--- src/rtl/jk_bank_ctrl.sv ---
`default_nettype none
// ============================================================================
// jk_bank_ctrl : command sequencer driving the J/K lines of a JK flip-flop bank
// Optional feature macro: JKCTRL_ABORT_EN (adds the abort input)
// Revision : 1.0
// ============================================================================
module jk_bank_ctrl #(
  parameter int WIDTH  = 4,
  parameter int STEP_W = 8
) (
  input  logic              clock,
  input  logic              reset,
  input  logic              cmd_valid,
  output logic              cmd_ready,
  input  logic [2:0]        cmd_op,
  input  logic [WIDTH-1:0]  cmd_data,
  input  logic [STEP_W-1:0] cmd_steps,
`ifdef JKCTRL_ABORT_EN
  input  logic              abort,
`endif
  input  logic [WIDTH-1:0]  q_in,
  output logic [WIDTH-1:0]  j_out,
  output logic [WIDTH-1:0]  k_out,
  output logic              busy,
  output logic              done,
  output logic [WIDTH-1:0]  result,
  output logic              wrap,
  output logic              cmd_err
);

  localparam logic [2:0] c_op_hold   = 3'd0;
  localparam logic [2:0] c_op_clear  = 3'd1;
  localparam logic [2:0] c_op_set    = 3'd2;
  localparam logic [2:0] c_op_load   = 3'd3;
  localparam logic [2:0] c_op_toggle = 3'd4;
  localparam logic [2:0] c_op_cnt_up = 3'd5;
  localparam logic [2:0] c_op_cnt_dn = 3'd6;
  localparam logic [2:0] c_op_rsvd   = 3'd7;

  localparam logic [STEP_W-1:0] c_step_one = {{(STEP_W-1){1'b0}}, 1'b1};

  typedef enum logic [1:0] {
    ST_IDLE   = 2'd0,
    ST_APPLY  = 2'd1,
    ST_COUNT  = 2'd2,
    ST_REPORT = 2'd3
  } state_t;

  state_t              state_q, state_d;
  logic [2:0]          op_q, op_d;
  logic [WIDTH-1:0]    data_q, data_d;
  logic [STEP_W-1:0]   steps_q, steps_d;
  logic                wrap_q, wrap_d;

  logic [WIDTH-1:0]    up_mask;
  logic [WIDTH-1:0]    dn_mask;
  logic                abort_req;

`ifdef JKCTRL_ABORT_EN
  assign abort_req = abort;
`else
  assign abort_req = 1'b0;
`endif

  // Ripple-carry style enables: a bit toggles when every lower bit is 1 (up) or 0 (down).
  always_comb begin
    up_mask    = '0;
    dn_mask    = '0;
    up_mask[0] = 1'b1;
    dn_mask[0] = 1'b1;
    for (int i = 1; i < WIDTH; i++) begin
      up_mask[i] = up_mask[i-1] & q_in[i-1];
      dn_mask[i] = dn_mask[i-1] & ~q_in[i-1];
    end
  end

  always_comb begin
    state_d   = state_q;
    op_d      = op_q;
    data_d    = data_q;
    steps_d   = steps_q;
    wrap_d    = wrap_q;
    j_out     = '0;
    k_out     = '0;
    cmd_ready = 1'b0;
    busy      = 1'b1;
    done      = 1'b0;
    result    = '0;
    wrap      = 1'b0;
    cmd_err   = 1'b0;

    unique case (state_q)
      ST_IDLE: begin
        busy      = 1'b0;
        cmd_ready = 1'b1;
        if (cmd_valid) begin
          op_d    = cmd_op;
          data_d  = cmd_data;
          steps_d = cmd_steps;
          wrap_d  = 1'b0;
          if ((cmd_op == c_op_cnt_up) || (cmd_op == c_op_cnt_dn)) begin
            state_d = (cmd_steps != '0) ? ST_COUNT : ST_REPORT;
          end else begin
            state_d = ST_APPLY;
          end
        end
      end

      ST_APPLY: begin
        unique case (op_q)
          c_op_clear:  k_out = '1;
          c_op_set:    j_out = '1;
          c_op_load: begin
            j_out = data_q;
            k_out = ~data_q;
          end
          c_op_toggle: begin
            j_out = data_q;
            k_out = data_q;
          end
          default: ;
        endcase
        state_d = ST_REPORT;
      end

      ST_COUNT: begin
        if (abort_req) begin
          state_d = ST_REPORT;
        end else begin
          if (op_q == c_op_cnt_up) begin
            j_out = up_mask;
            k_out = up_mask;
            if (q_in == '1) wrap_d = 1'b1;
          end else begin
            j_out = dn_mask;
            k_out = dn_mask;
            if (q_in == '0) wrap_d = 1'b1;
          end
          steps_d = steps_q - c_step_one;
          if (steps_q <= c_step_one) state_d = ST_REPORT;
        end
      end

      ST_REPORT: begin
        done    = 1'b1;
        result  = q_in;
        wrap    = wrap_q;
        cmd_err = (op_q == c_op_rsvd);
        state_d = ST_IDLE;
      end

      default: state_d = ST_IDLE;
    endcase
  end

  always_ff @(posedge clock or posedge reset) begin
    if (reset) begin
      state_q <= ST_IDLE;
      op_q    <= c_op_hold;
      data_q  <= '0;
      steps_q <= '0;
      wrap_q  <= 1'b0;
    end else begin
      state_q <= state_d;
      op_q    <= op_d;
      data_q  <= data_d;
      steps_q <= steps_d;
      wrap_q  <= wrap_d;
    end
  end

endmodule
`default_nettype wire

--- config.mk ---
export PLATFORM = sky130hd
export DESIGN_NAME = jk_bank_ctrl
export DESIGN_NICKNAME = d
export VERILOG_FILES = /design/src/rtl/jk_bank_ctrl.sv
export SDC_FILE = /design/constraint.sdc
export NUM_CORES = 1
export LEC_CHECK = 0
export CORE_ASPECT_RATIO = 1.25
export CORE_UTILIZATION = 50
export CTS_CLUSTER_DIAMETER = 60
export CTS_CLUSTER_SIZE = 12
export DETAILED_ROUTE_END_ITERATION = 10
export DONT_BUFFER_PORTS = 1
export GPL_ROUTABILITY_DRIVEN = 0
export GPL_TIMING_DRIVEN = 0
export HOLD_SLACK_MARGIN = 0.1
export MAX_ROUTING_LAYER = met4
export PLACE_DENSITY = 0.77
export SLEW_MARGIN = 20
export SYNTH_ARGS = -nofsm -noshare
export SYNTH_HDL_FRONTEND = slang
export SYNTH_SLANG_ARGS = --single-unit
--- constraint.sdc ---
create_clock -name clock -period 2.1 [get_ports clock]
set_input_delay 0.21 -clock clock [delete_from_list [all_inputs] [get_ports clock]]
set_output_delay 0.21 -clock clock [all_outputs]
set_load 0.02 [all_outputs]
==> results.cfg <==
[run_status]
status = finished, final reports clean

[place]
detailed_place_hpwl_um = 2320
place_ws_ns = -0.341
io_buffers = 0
placed_cells = 190

[yosys]
synth_commonest_cells = dfrtp_1 (18), nand2_1 (16), a21oi_1 (15)
netlist_area_mm2 = 0.00134
ys_warn_count = 0
syn_inst = 157
synthArstFlopShare_pct = 100
yosys.area.top_type_share_pct = 33.6
syn_nets = 186
synth_seq_cells = 18
synthTopCellsByArea = dfrtp_1 (34%), ha_1 (6.5%), mux2_2 (5.9%), a21oi_1 (5.6%), nand2_1 (4.5%)
synth.most_common_cell = dfrtp_1
ys_seq_area_share_pct = 33.6
yosysTopAreaCell = dfrtp_1
ys.flop_type = dfrtp_1
syn_avg_cell_area_um2 = 8.55
synth_cell_types = 33
synth_edf_count = 0

[route]
routedWlPerCell_um = 15.7
dr.first_iter.drc_count = 26
drc = 0
vias_per_cell = 6.12
wl_um = 3170
via_count = 1231
ant_nets = 0
first_pass_iters = 4

[floorplan]
start_util_pct = 54.2
core_region_area_mm2 = 0.00248
io-pin-count = 39
die_x_um = 48.3
placementRows = 20
die_area_mm2 = 0.00290
die_y_um = 59.9

[sta]
finalSetupViolations = 0
fin_crit_sh_pct = 95.4
max_freq_ghz = 0.499
grt_setup_unrepaired = no
period_needed_ns = 2.00
fin_ws_ns = 0.0975
hold_viol_final = 0
whs_ns = 0.126
relSlewSlack_pct = 53.3
slew_violations = 0
skew_ns = 0.00593
tightest_slew_ns = 0.699

[setup_path]
crit_buf_inv = 2
r2r-start = state_q[1]
start_kind = flop
worstReg2RegEnd = steps_q[3]
reg2regPathDepth = 7
r2r_slack_ns = 0.18
path_delay_family = flip-flops
cp-end-kind = primary output
cp_data_required_time_ns = 1.89
worstSetupPathType = flop to primary output
critPathMaxFanout = 8
crit_top_cell = inv_1
cpPeakStageDelay_ns = 0.45
worstPathCellList = inv_1 -> ha_1 -> inv_1 -> nor2_1
crit_slowest_cell = dfrtp_1
crit_arrival_ns = 1.79

[grt]
grtUsageTotal_pct = 24.2
antenna_found_initial = 0
grt_pass1_vias = 1231
grt_start_max_net_pins = 19
grt_pass1_wl_um = 5180
gr-total-overflow = 0

[final_layout]
finalNonFillerCells = 201
final_util_pct = 64.5
antenna_cells = 0
drive_gt1_share_pct = 20.2
nNetsFinal = 198
area_growth_pct = 19.0

[clocking]
numCtsBuffers = 3
cts_tree = built
clockRootBuffer = clkbuf_4
clock_latency_ns = 0.31
path_clk_slew_ns = 0.11
cts_setup_buffers = 0
cts_max_path_buffers = 2
cts_max_level = 1
clkSinkCount = 18

[worst_hold_path]
min_path_cells = 2
worstHoldStart = q_in[3]
hold_path_class = input port to flop
hold_end = wrap_q

[power_and_ir_drop]
p_per_area_mw_per_mm2 = 1540
peakVddDrop_v = 0.000811
finalPower_uw = 2460
leakage_uw = 0.000640

[job]
max_cap_viol_count = 0
-- repair_timing --
item	CTS	global route
gates resized for setup	19	9
setup endpoints to repair	14	9
endpoints found under the hold margin	26	0
hold buffers	9	0
pin swaps	3	3
cloned	0	0
-- placed cells by master (no fill, tap or decap), drive strengths merged --
cell,n
dfrtp,18
nand2,16
a21oi,15
nor2,14
inv,11
dlygate4sd3,9
o21ai,9
mux2,8
o22a,7
clkbuf,7
ha,7
o22ai,6
and2,5
mux2i,4
nand3,3
nand2b,3
a22o,3
nor3b,3
or4,3
xor2,2
a31oi,2
nor2b,2
a21boi,2
or3,2
nor4b,2
o41ai,1
a41oi,1
nand3b,1
and4,1
o31ai,1
-- state kept, by name, summed over array words and instances, names as in the netlist --
| signal | count |
|---|---|
| data_q | 4 |
| op_q | 3 |
| state_q | 2 |
| steps_q | 8 |
| wrap_q | 1 |
-- routing by layer --
layer	track usage [%]	share of wire (%)	vias to the layer above
li1	-	-	588
met1	25.2	41	590
met2	45.1	52	46
met3	3.05	5.0	7
met4	13.0	2.2	0
met5	-	0	-
-- through the flow --
step / instance area (um2) / setup TNS [ns]
after global routing: 1600 / 0
after detailed placement: 1380 / -2.71
final: 1600 / 0
after global placement: 1380 / -1.36
after floorplan: 1340 / 0
after CTS: 1560 / 0
-- kinds of logic after synthesis --
logic type               share of synthesized area (%)
multiplexers                                      9.97
AND/OR/NAND/NOR                                   21.3
adder cells (fa/ha/maj)                           6.52
AO/OA/AOI/OAI                                     22.8
flip-flops                                        33.6
buffers and inverters                             4.47
XOR/XNOR                                          1.30
-- power breakdown --
group | leakage (uW) | internal [uW] | total (uW) | switching [uW]
registers | 0.000207 | 526 | 743 | 217
clock network | 0.0000210 | 106 | 225 | 119
logic | 0.000412 | 614 | 1500 | 882
total | 0.000640 | 1250 | 2460 | 1220
-- area by class of cell --
type | count | area, um2
fillers | 216 | 880
plain buffers | 3 | 20.0
well taps | 33 | 41.3
multi-input cells | 123 | 917
inverters | 11 | 41.3
clock buffers | 4 | 36.3
flip-flops and latches | 18 | 452
repair buffers | 9 | 90.1
-- how the worst max path moves through the flow --
stage               depth (start not counted)  slack, ns          to  startpoint
floorplan                                   7       0.09  steps_q[3]  state_q[0]
global placement                            7      -0.21  steps_q[3]  state_q[0]
detailed placement                          7      -0.34  steps_q[3]  state_q[1]
CTS                                         5      0.005    j_out[2]  state_q[0]
global route                                4      0.006    k_out[3]     op_q[0]
finish                                      4        0.1    k_out[0]  state_q[1]
No activity file was read; power rests on OpenSTA's default activity.
